===== src/rtl/tr_stepper.sv =====
`default_nettype none
// ============================================================================
// Module  : tr_stepper
// Purpose : Tracking stepper controller. Maps the ADC error to a step period
//           and generates the drv_step train for the motor driver.
//           Define TR_HALF_DUTY_EN for a ~50% duty step output.
// Rev     : 1.0  initial release
// ============================================================================
module tr_stepper #(
  parameter int unsigned CLK_HZ  = 50000000,
  parameter int unsigned L_SHIFT = 4
) (
  input  logic        clk,
  input  logic        rst,
  input  logic        data_valid,
  input  logic        tr_mode_enable,
  input  logic [35:0] x,
  input  logic [31:0] x0,
  input  logic [31:0] dx1,
  input  logic [31:0] dx2,
  input  logic [31:0] k,
  input  logic [31:0] F1,
  input  logic [31:0] F2,
  output logic        drv_step,
  output logic        drv_dir,
  output logic        drv_enable_SM,
  output logic [16:0] N
);

  localparam logic [31:0] c_CLK      = 32'(CLK_HZ);
  localparam logic [16:0] c_QMAX     = 17'h1FFFF;
  localparam logic [16:0] c_QMIN     = 17'd2;
  localparam logic [4:0]  c_DIV_LAST = 5'd17;

  typedef enum logic [1:0] {
    S_IDLE   = 2'd0,
    S_CALC   = 2'd1,
    S_DIV    = 2'd2,
    S_UPDATE = 2'd3
  } state_t;

  state_t      r_state;
  state_t      w_state_next;

  logic [35:0] r_x;
  logic [31:0] r_f;
  logic        r_dir;
  logic        r_dead;
  logic [31:0] r_rem;
  logic [49:0] r_den;
  logic [17:0] r_q;
  logic [4:0]  r_div_cnt;

  logic        r_run;
  logic [16:0] r_cnt;
  logic [16:0] r_nlat;

  logic        w_ge;
  logic        w_dead;
  logic        w_sat;
  logic [35:0] w_dx;
  logic [31:0] w_ramp;
  logic [63:0] w_prod;
  logic [64:0] w_sum;
  logic [31:0] w_f;
  logic        w_sub;
  logic        w_ovf;
  logic [16:0] w_q;
  logic        w_en_next;
  logic        w_load;
  logic        w_wrap;
  logic        w_run_next;
  logic [16:0] w_cnt_next;
  logic [16:0] w_nlat_next;
  logic        w_step_next;

  // Error -> frequency. In the ramp region dx < dx2 < 2^32, so the low
  // 32 bits of (dx - dx1) are exact and the product fits in 64 bits.
  always_comb begin
    w_ge   = (r_x >= {4'd0, x0});
    w_dx   = w_ge ? (r_x - {4'd0, x0}) : ({4'd0, x0} - r_x);
    w_dead = (w_dx < {4'd0, dx1});
    w_ramp = w_dx[31:0] - dx1;
    w_prod = 64'(w_ramp) * 64'(k);
    w_sum  = {33'd0, F1} + {1'b0, (w_prod >> L_SHIFT)};
    w_sat  = (w_dx >= {4'd0, dx2}) || (w_sum > {33'd0, F2});
    w_f    = w_sat ? F2 : w_sum[31:0];
  end

  // Restoring divider covers quotient bits 17..0; a true quotient beyond
  // that range leaves a remainder >= f, which is treated as saturation.
  always_comb begin
    w_sub = ({18'd0, r_rem} >= r_den);
    w_ovf = r_q[17] || (r_rem >= r_f);
    if (w_ovf) begin
      w_q = c_QMAX;
    end else if (r_q[16:0] < c_QMIN) begin
      w_q = c_QMIN;
    end else begin
      w_q = r_q[16:0];
    end
  end

  always_ff @(posedge clk or negedge rst) begin
    if (!rst) begin
      r_state <= S_IDLE;
    end else begin
      r_state <= w_state_next;
    end
  end

  always_comb begin
    w_state_next = r_state;
    w_en_next    = drv_enable_SM;
    w_load       = 1'b0;
    case (r_state)
      S_IDLE: begin
        if (data_valid) begin
          w_state_next = S_CALC;
        end
      end
      S_CALC: begin
        w_state_next = w_dead ? S_UPDATE : S_DIV;
      end
      S_DIV: begin
        if (r_div_cnt == c_DIV_LAST) begin
          w_state_next = S_UPDATE;
        end
      end
      S_UPDATE: begin
        w_state_next = S_IDLE;
        w_en_next    = !r_dead;
        w_load       = !r_dead;
      end
      default: begin
        w_state_next = S_IDLE;
      end
    endcase
    if (!tr_mode_enable) begin
      w_state_next = S_IDLE;
      w_en_next    = 1'b0;
      w_load       = 1'b0;
    end
  end

  always_ff @(posedge clk or negedge rst) begin
    if (!rst) begin
      r_x           <= '0;
      r_f           <= '0;
      r_dir         <= 1'b0;
      r_dead        <= 1'b0;
      r_rem         <= '0;
      r_den         <= '0;
      r_q           <= '0;
      r_div_cnt     <= '0;
      N             <= '0;
      drv_dir       <= 1'b0;
      drv_enable_SM <= 1'b0;
    end else begin
      case (r_state)
        S_IDLE: begin
          if (data_valid && tr_mode_enable) begin
            r_x <= x;
          end
        end
        S_CALC: begin
          r_dir     <= w_ge;
          r_dead    <= w_dead;
          r_f       <= w_f;
          r_rem     <= c_CLK;
          r_den     <= {18'd0, w_f} << 17;
          r_q       <= '0;
          r_div_cnt <= '0;
        end
        S_DIV: begin
          if (w_sub) begin
            r_rem <= r_rem - r_den[31:0];
          end
          r_q       <= {r_q[16:0], w_sub};
          r_den     <= r_den >> 1;
          r_div_cnt <= r_div_cnt + 5'd1;
        end
        default: begin
        end
      endcase
      drv_enable_SM <= w_en_next;
      if (w_load) begin
        N       <= w_q;
        drv_dir <= r_dir;
      end
    end
  end

  // Pulse generator. It follows the next-enable value so that dropping the
  // enable silences drv_step on the same edge; the first enabled cycle
  // after the enable register rises starts a fresh period.
  always_comb begin
    w_wrap      = (r_cnt >= (r_nlat - 17'd1));
    w_run_next  = 1'b0;
    w_cnt_next  = '0;
    w_nlat_next = r_nlat;
    if (w_en_next && drv_enable_SM) begin
      w_run_next = 1'b1;
      if (!r_run || w_wrap) begin
        w_cnt_next  = '0;
        w_nlat_next = N;
      end else begin
        w_cnt_next = r_cnt + 17'd1;
      end
    end
`ifdef TR_HALF_DUTY_EN
    w_step_next = w_run_next && (w_cnt_next < (w_nlat_next >> 1));
`else
    w_step_next = w_run_next && (w_cnt_next == 17'd0);
`endif
  end

  always_ff @(posedge clk or negedge rst) begin
    if (!rst) begin
      r_run    <= 1'b0;
      r_cnt    <= '0;
      r_nlat   <= '0;
      drv_step <= 1'b0;
    end else begin
      r_run    <= w_run_next;
      r_cnt    <= w_cnt_next;
      r_nlat   <= w_nlat_next;
      drv_step <= w_step_next;
    end
  end

endmodule
`default_nettype wire


===== config.mk =====
export PLATFORM = sky130hd
export DESIGN_NAME = tr_stepper
export DESIGN_NICKNAME = d
export VERILOG_FILES = /design/src/rtl/tr_stepper.sv
export SDC_FILE = /design/constraint.sdc
export NUM_CORES = 2
export LEC_CHECK = 0
export CAP_MARGIN = 20
export CORE_ASPECT_RATIO = 1.25
export CORE_MARGIN = 4
export CORE_UTILIZATION = 55
export CTS_BUF_LIST = sky130_fd_sc_hd__clkbuf_2
export DETAILED_ROUTE_END_ITERATION = 16
export PLACE_DENSITY = 0.85
export SLEW_MARGIN = 20
export SYNTH_ARGS = -nofsm -noshare
export SYNTH_HDL_FRONTEND = slang
export SYNTH_SLANG_ARGS = --single-unit

===== constraint.sdc =====
create_clock -name clk -period 19.1 [get_ports clk]
set_input_delay 3.82 -clock clk [delete_from_list [all_inputs] [get_ports clk]]
set_output_delay 3.82 -clock clk [all_outputs]
set_load 0.005 [all_outputs]

# [Yosys cells after proc, flatten, opt, wreduce, memory -nomap -nowiden]
# Cells that the tools add are included.
# W data, S select, Z words.
[word_totals] ff_bits=232 in_bits=232 out_inout_bits=20 wordCells=76
[op_classes] add_sub_neg=8 multipliers=1 magnitude_cmp=8 eq_ne=7 mux=21 n_reduce_logical=15
[op_table] operator="$pmux W50 S2" count=1
[op_table] operator="$ge A36 B32 Y1" count=2
[op_table] operator="$mux W17" count=4
[op_table] operator="$mul A32 B32 Y64" count=1
[op_table] operator="$mux W32" count=2
[op_table] operator="$pmux W32 S2" count=1
[op_table] operator="$sub A32 B32 Y32" count=2
[op_table] operator="$add A32 B60 Y61" count=1
[op_table] operator="$gt A61 B32 Y1" count=1
[op_table] operator="$ge A32 B50 Y1" count=1
[op_table] operator="$lt A36 B32 Y1" count=1
[op_table] operator="$mux W36" count=1
[op_table] operator="$pmux W18 S2" count=1
[op_table] operator="$sub A32 B36 Y36" count=1
[op_table] operator="$sub A36 B32 Y36" count=1
[op_table] operator="$ge A32 B32 Y1" count=1
[op_table] operator="$add A17 B1 Y17 const B" count=1
[op_table] operator="$ge A17 B17 Y1" count=1
[op_table] operator="$logic_not A17 Y1" count=1
[op_table] operator="$lt A17 B2 Y1 const B" count=1
[op_table] operator="$sub A17 B1 Y17 const B" count=1
[op_table] operator="$pmux W5 S2" count=1
[op_table] operator="$pmux W2 S4" count=1
[op_table] operator="$reduce_and A2 Y1" count=4
[op_table] operator="other kinds (13)" count=27

# [Depth between registers and ports, before layout]
[depth] ltp_word=9 ltp_mapped=81 ltp_nobuf=74

# [Least setup slack after synthesis]
# No wires, ideal clock.
[synth_path] path_type="input -> register" startpoint="input x0[17]" endpoint="register r_den[27]" arrival_time_ps=19435 required_time_ps=18976 path_slack_ps=-459 stages=75 path_buffers=5 cell_sequence="inv_1 -> ha_1 -> clkbuf_1 -> nand4_1 -> or3_1 -> nor2_1 -> a21boi_0 -> o21ai_0 -> nand2_1 -> clkbuf_1 -> mux2i_1 -> xnor2_1 -> ha_1 -> a21o_1 -> a21oi_1 -> o21bai_1 -> a21oi_1 -> o21bai_1 -> [39 not listed] -> ha_1 -> nand4_1 -> nor2_1 -> nand2_1 -> nor3_1 -> nand3_1 -> o21ai_0 -> nand3_1 -> a211oi_1 -> o221ai_1 -> a211o_1 -> a2111oi_2 -> o2111a_1 -> o2111a_1 -> buf_6 -> buf_8 -> a21oi_1 -> o31a_1"
[synth_via] elab_chain_cells=9 elab_cells_between_ends=12
[synth_lines] element="start, declared" line="18" source="input logic [31:0] x0,"
[synth_lines] element="$sub A32 B36 Y36, or another cell as far along" line="81" source="w_dx = w_ge ? (r_x - {4'd0, x0}) : ({4'd0, x0} - r_x);"
[synth_lines] element="$mux W36 (*)" line="81"
[synth_lines] element="$sub A32 B32 Y32" line="83" source="w_ramp = w_dx[31:0] - dx1;"
[synth_lines] element="$mul A32 B32 Y64" line="84" source="w_prod = 64'(w_ramp) * 64'(k);"
[synth_lines] element="$add A32 B60 Y61" line="85" source="w_sum = {33'd0, F1} + {1'b0, (w_prod >> L_SHIFT)};"
[synth_lines] element="$gt A61 B32 Y1" line="86" source="w_sat = (w_dx >= {4'd0, dx2}) || (w_sum > {33'd0, F2});"
[synth_lines] element="$logic_or A1 B1 Y1" line="86"
[synth_lines] element="$mux W32 (*)" line="87" source="w_f = w_sat ? F2 : w_sum[31:0];"
[synth_lines] element="$pmux W50 S2 (*)" line="160" source="case (r_state)"
[synth_lines] element="end signal, assigned" line="171" source="r_den <= {18'd0, w_f} << 17;"
[synth_lines] element="end signal, assigned" line="180" source="r_den <= r_den >> 1;"
[synth_lines] element="end, declared" line="50" source="logic [49:0] r_den;"
# Every way passes the cells marked *; elsewhere a longest branch is shown, timed or not. The select of a mux whose other input is x is not followed.
# A chain may end at the register's enable or synchronous reset.

# [Final worst setup path]
[layout_path] startpoint="input x0[0]" endpoint="register r_f[29]"
[layout_via] elab_chain_cells=8 elab_cells_between_ends=11
[layout_lines] element="$sub A32 B36 Y36, or another cell as far along" line="81"
[layout_lines] element="$mux W36 (*)" line="81"
[layout_lines] element="$sub A32 B32 Y32" line="83"
[layout_lines] element="$mul A32 B32 Y64" line="84"
[layout_lines] element="$add A32 B60 Y61" line="85"
[layout_lines] element="$gt A61 B32 Y1" line="86"
[layout_lines] element="$logic_or A1 B1 Y1" line="86"
[layout_lines] element="$mux W32 (*)" line="87"
[layout_lines] element="end signal, assigned" line="169" source="r_f <= w_f;"
[layout_lines] element="end, declared" line="46" source="logic [31:0] r_f;"
# Every way passes the cells marked *; elsewhere a longest branch is shown, timed or not.

==> impl_metrics.csv <==
group,metric,value,unit
run_status,status,"finished, final reports clean",
final_layout,final_design_area_no_fill,66600,µm²
detailed_routing,wirelength,185,mm
clocking,clk_latency,1.09,ns
clocking,cts_tree,"done",
synthesis,syn_area_per_cell,8.55,µm²
clocking,clock_sinks,231,
sta,post-route-period-util,0.991,
placed_design,place.detailed.hpwl,151,mm
synthesis,synth.mux.area_fraction,0.0148,
sta,tightest_slew,1.08,ns
sta,layout_setup_ws,0.169,ns
detailed_routing,drt_first_pass_iters,6,
sta,fin_setup_tns,0,ns
synthesis,ys_warn_count,0,
synthesis,yosysUniqueCellTypes,94,
global_routing,antenna_found_initial,16,
worst_setup_path,path_common_cell,"fa_1",
worst_setup_path,cp_top_family,"adder cells",
synthesis,ys_async_sr_fraction,1.00,
placed_design,dp_slack,-1.47,ns
worst_setup_path,crit_arrival,19.84,ns
sta,slew_headroom,0.270,
global_routing,grt_pass1_vias,54700,
sta,hold_slack,0.489,ns
clocking,clkTransAtPathRegs,0.11,ns
die,initial_core_util,0.557,
global_routing,grt_max_degree,84,
sta,period_minus_slack,18.93,ns
synthesis,synth_edf_count,0,
synthesis,synth_top_family_by_area,"adder cells",
sta,slew_violations,0,
placed_design,place.gp.congestion,1.01,
job,drv_cap,0,
worst_setup_path,cp-end-kind,"flop",
synthesis,ys_top_cells_by_count,"inv_1, fa_1, nand2_1",
clocking,cts_buffers,66,
placed_design,placed_area,64500,µm²
sta,hold_viol_final,0,
min_path,hp-class,"flop to flop",
detailed_routing,drc,0,
die,row_count,129,
synthesis,ys.flop_type,"dfrtp_1",
worst_setup_path,path_max_fanout,8,
final_layout,drive_above_1_share,0.163,
synthesis,synthesis.area,55400,µm²
die,die_y,363,µm
detailed_routing,post_drt_wl_per_cell,21.4,µm
worst_setup_path,slowest_stage,"fa_1",
final_layout,fillCellCount,7490,
synthesis,yosysTopAreaCell,"fa_1",
detailed_routing,via_per_inst,5.90,
worst_setup_path,path_class,"input pin to flop",
detailed_routing,vias,51100,
worst_setup_path,crit_buf_inv,12,
synthesis,synth_fp_nets,8158,
synthesis,yosysMostFrequentCell,"inv_1",
synthesis,synth.area.top_cells,"fa_1, ha_1, dfrtp_1",
final_layout,num-nets-final,8957,
worst_setup_path,worstPathRequired,20.01,ns
detailed_routing,final_antenna_net_count,0,
worst_setup_path,slowest_delay,0.67,ns
synthesis,syn_inst,6483,
clocking,ctsHtreeMaxLevel,3,
global_routing,grt_pass1_wl,287,mm
synthesis,seq_area_frac_synth,0.104,
final_layout,register_area,5780,µm²
placed_design,port_buffers,251,
clocking,cts_buffer_depth,3,
detailed_routing,drtIter0Drc,4523,
final_layout,multi_input_area,45000,µm²
final_layout,area_growth,20.1,%
global_routing,grt_overflow,0,
synthesis,synth-compound-area-share,0.124,
synthesis,synthAdderAreaFrac,0.448,
sta,skew,0.151,ns
synthesis,synth_xor_area_frac,0.0327,
synthesis,ys_ff_latch,231,
die,ios,252,
global_routing,track_usage,0.342,
synthesis,synth-simple-area-share,0.169,
sta,fmaxAchievable,52.8,MHz
die,core-area,99600,µm²
synthesis,synth_top_cell_area_share,0.325,
worst_setup_path,startpoint_type,"input pin",
clocking,root_buffer,"clkbuf_2",
die,die_area,106000,µm²
sta,setup_viol,0,
die,die_x,292,µm
layer usage:
layer / GRT usage / up-vias / part of all wire
met3: 0.0646 / 1048 / 0.086
met5: 0 / - / 0.00013
met2: 0.579 / 2793 / 0.48
met4: 0.276 / 4 / 0.10
li1: - / 22200 / -
met1: 0.376 / 25000 / 0.33
cells by family (layout without fill, tap and decap cells):
group | Yosys count | in the layout
flops | 231 | 231
compound gates | 1068 | 1068
mux | 75 | 75
buf+inv | 1570 | 2413
fa+ha+maj | 1443 | 1443
simple gates | 1889 | 1889
other cells | 0 | 13
xor+xnor | 207 | 207
state kept, by name, summed over array words and instances, names as in the netlist:
name / count
r_dir: 1
r_rem: 32
r_f: 32
drv_enable_SM: 1
r_state: 2
r_x: 36
r_cnt: 17
drv_step: 1
drv_dir: 1
r_run: 1
r_nlat: 17
r_den: 49
N: 17
r_div_cnt: 5
r_q: 18
r_dead: 1
worst paths after layout:
kind | endpoint | slack [ns] | cells after the start | start
min in group asynchronous | r_den[16] | 2.68 | 1 | rst
hold reg to reg | r_den[0] | 0.49 | 2 | r_den[1]
max in group asynchronous | r_cnt[16] | 14.45 | 3 | rst
setup reg to reg | r_f[29] | 2.65 | 73 | r_x[0]
setup / recovery | r_f[29] | 0.17 | 73 | x0[0]
hold / removal | r_den[0] | 0.49 | 2 | r_den[1]
stage by stage:
step           std cells   util
6_report            8649  0.669
5_1_grt             8646  0.668
4_1_cts             8607  0.654
3_5_place_dp        8493  0.647
3_3_place_gp        8493  0.647
2_1_floorplan       6483      -
timing repair:
| item | CTS | global route |
|---|---|---|
| pin swaps | 3 | 136 |
| gates resized for setup | 22 | 243 |
| hold buffers | 0 | 0 |
| endpoints found under the setup margin | 64 | 64 |
| buffers inserted | 2 | 23 |
| cloned | 0 | 7 |
layout by cell type, fill, tap and decap left out, drive strengths merged, types with 35 or more instances in the layout:
cell / n
inv: 1269
fa: 901
buf: 780
nand2: 738
ha: 542
and2: 486
a21oi: 285
dfrtp: 231
clkdlybuf4s50: 223
o21ai: 217
nor2: 200
xnor2: 132
nand3: 111
a21o: 108
clkbuf: 97
a31oi: 80
xor2: 75
nand4: 61
mux2: 57
nor2b: 55
nor3: 53
nand2b: 47
o22ai: 44
o21bai: 42
o21a: 39
o31ai: 35
cell type report:
| cell class | count | area share |
|---|---|---|
| Multi-Input combinational cell | 4682 | 0.676 |
| Timing Repair Buffer | 1035 | 0.132 |
| Sequential cell | 231 | 0.0868 |
| Inverter | 1266 | 0.0714 |
| Tap cell | 1310 | 0.0246 |
| Clock buffer | 91 | 0.00684 |
| Clock inverter | 21 | 0.00212 |
| Antenna cell | 13 | 0.000489 |
worst register-to-register path, delay by kind of cell, from the launching register on:
| family | cells | cell delay, ns |
|---|---|---|
| fa+ha+maj | 14 | 5.68 |
| compound gates | 28 | 5.34 |
| buf+inv | 12 | 1.52 |
| simple gates | 15 | 2.71 |
| xor+xnor | 4 | 0.70 |
| flops | 1 | 0.38 |
Power is not shown: default switching activity piles up to over one toggle a cycle in this logic, so the estimate is an artifact.
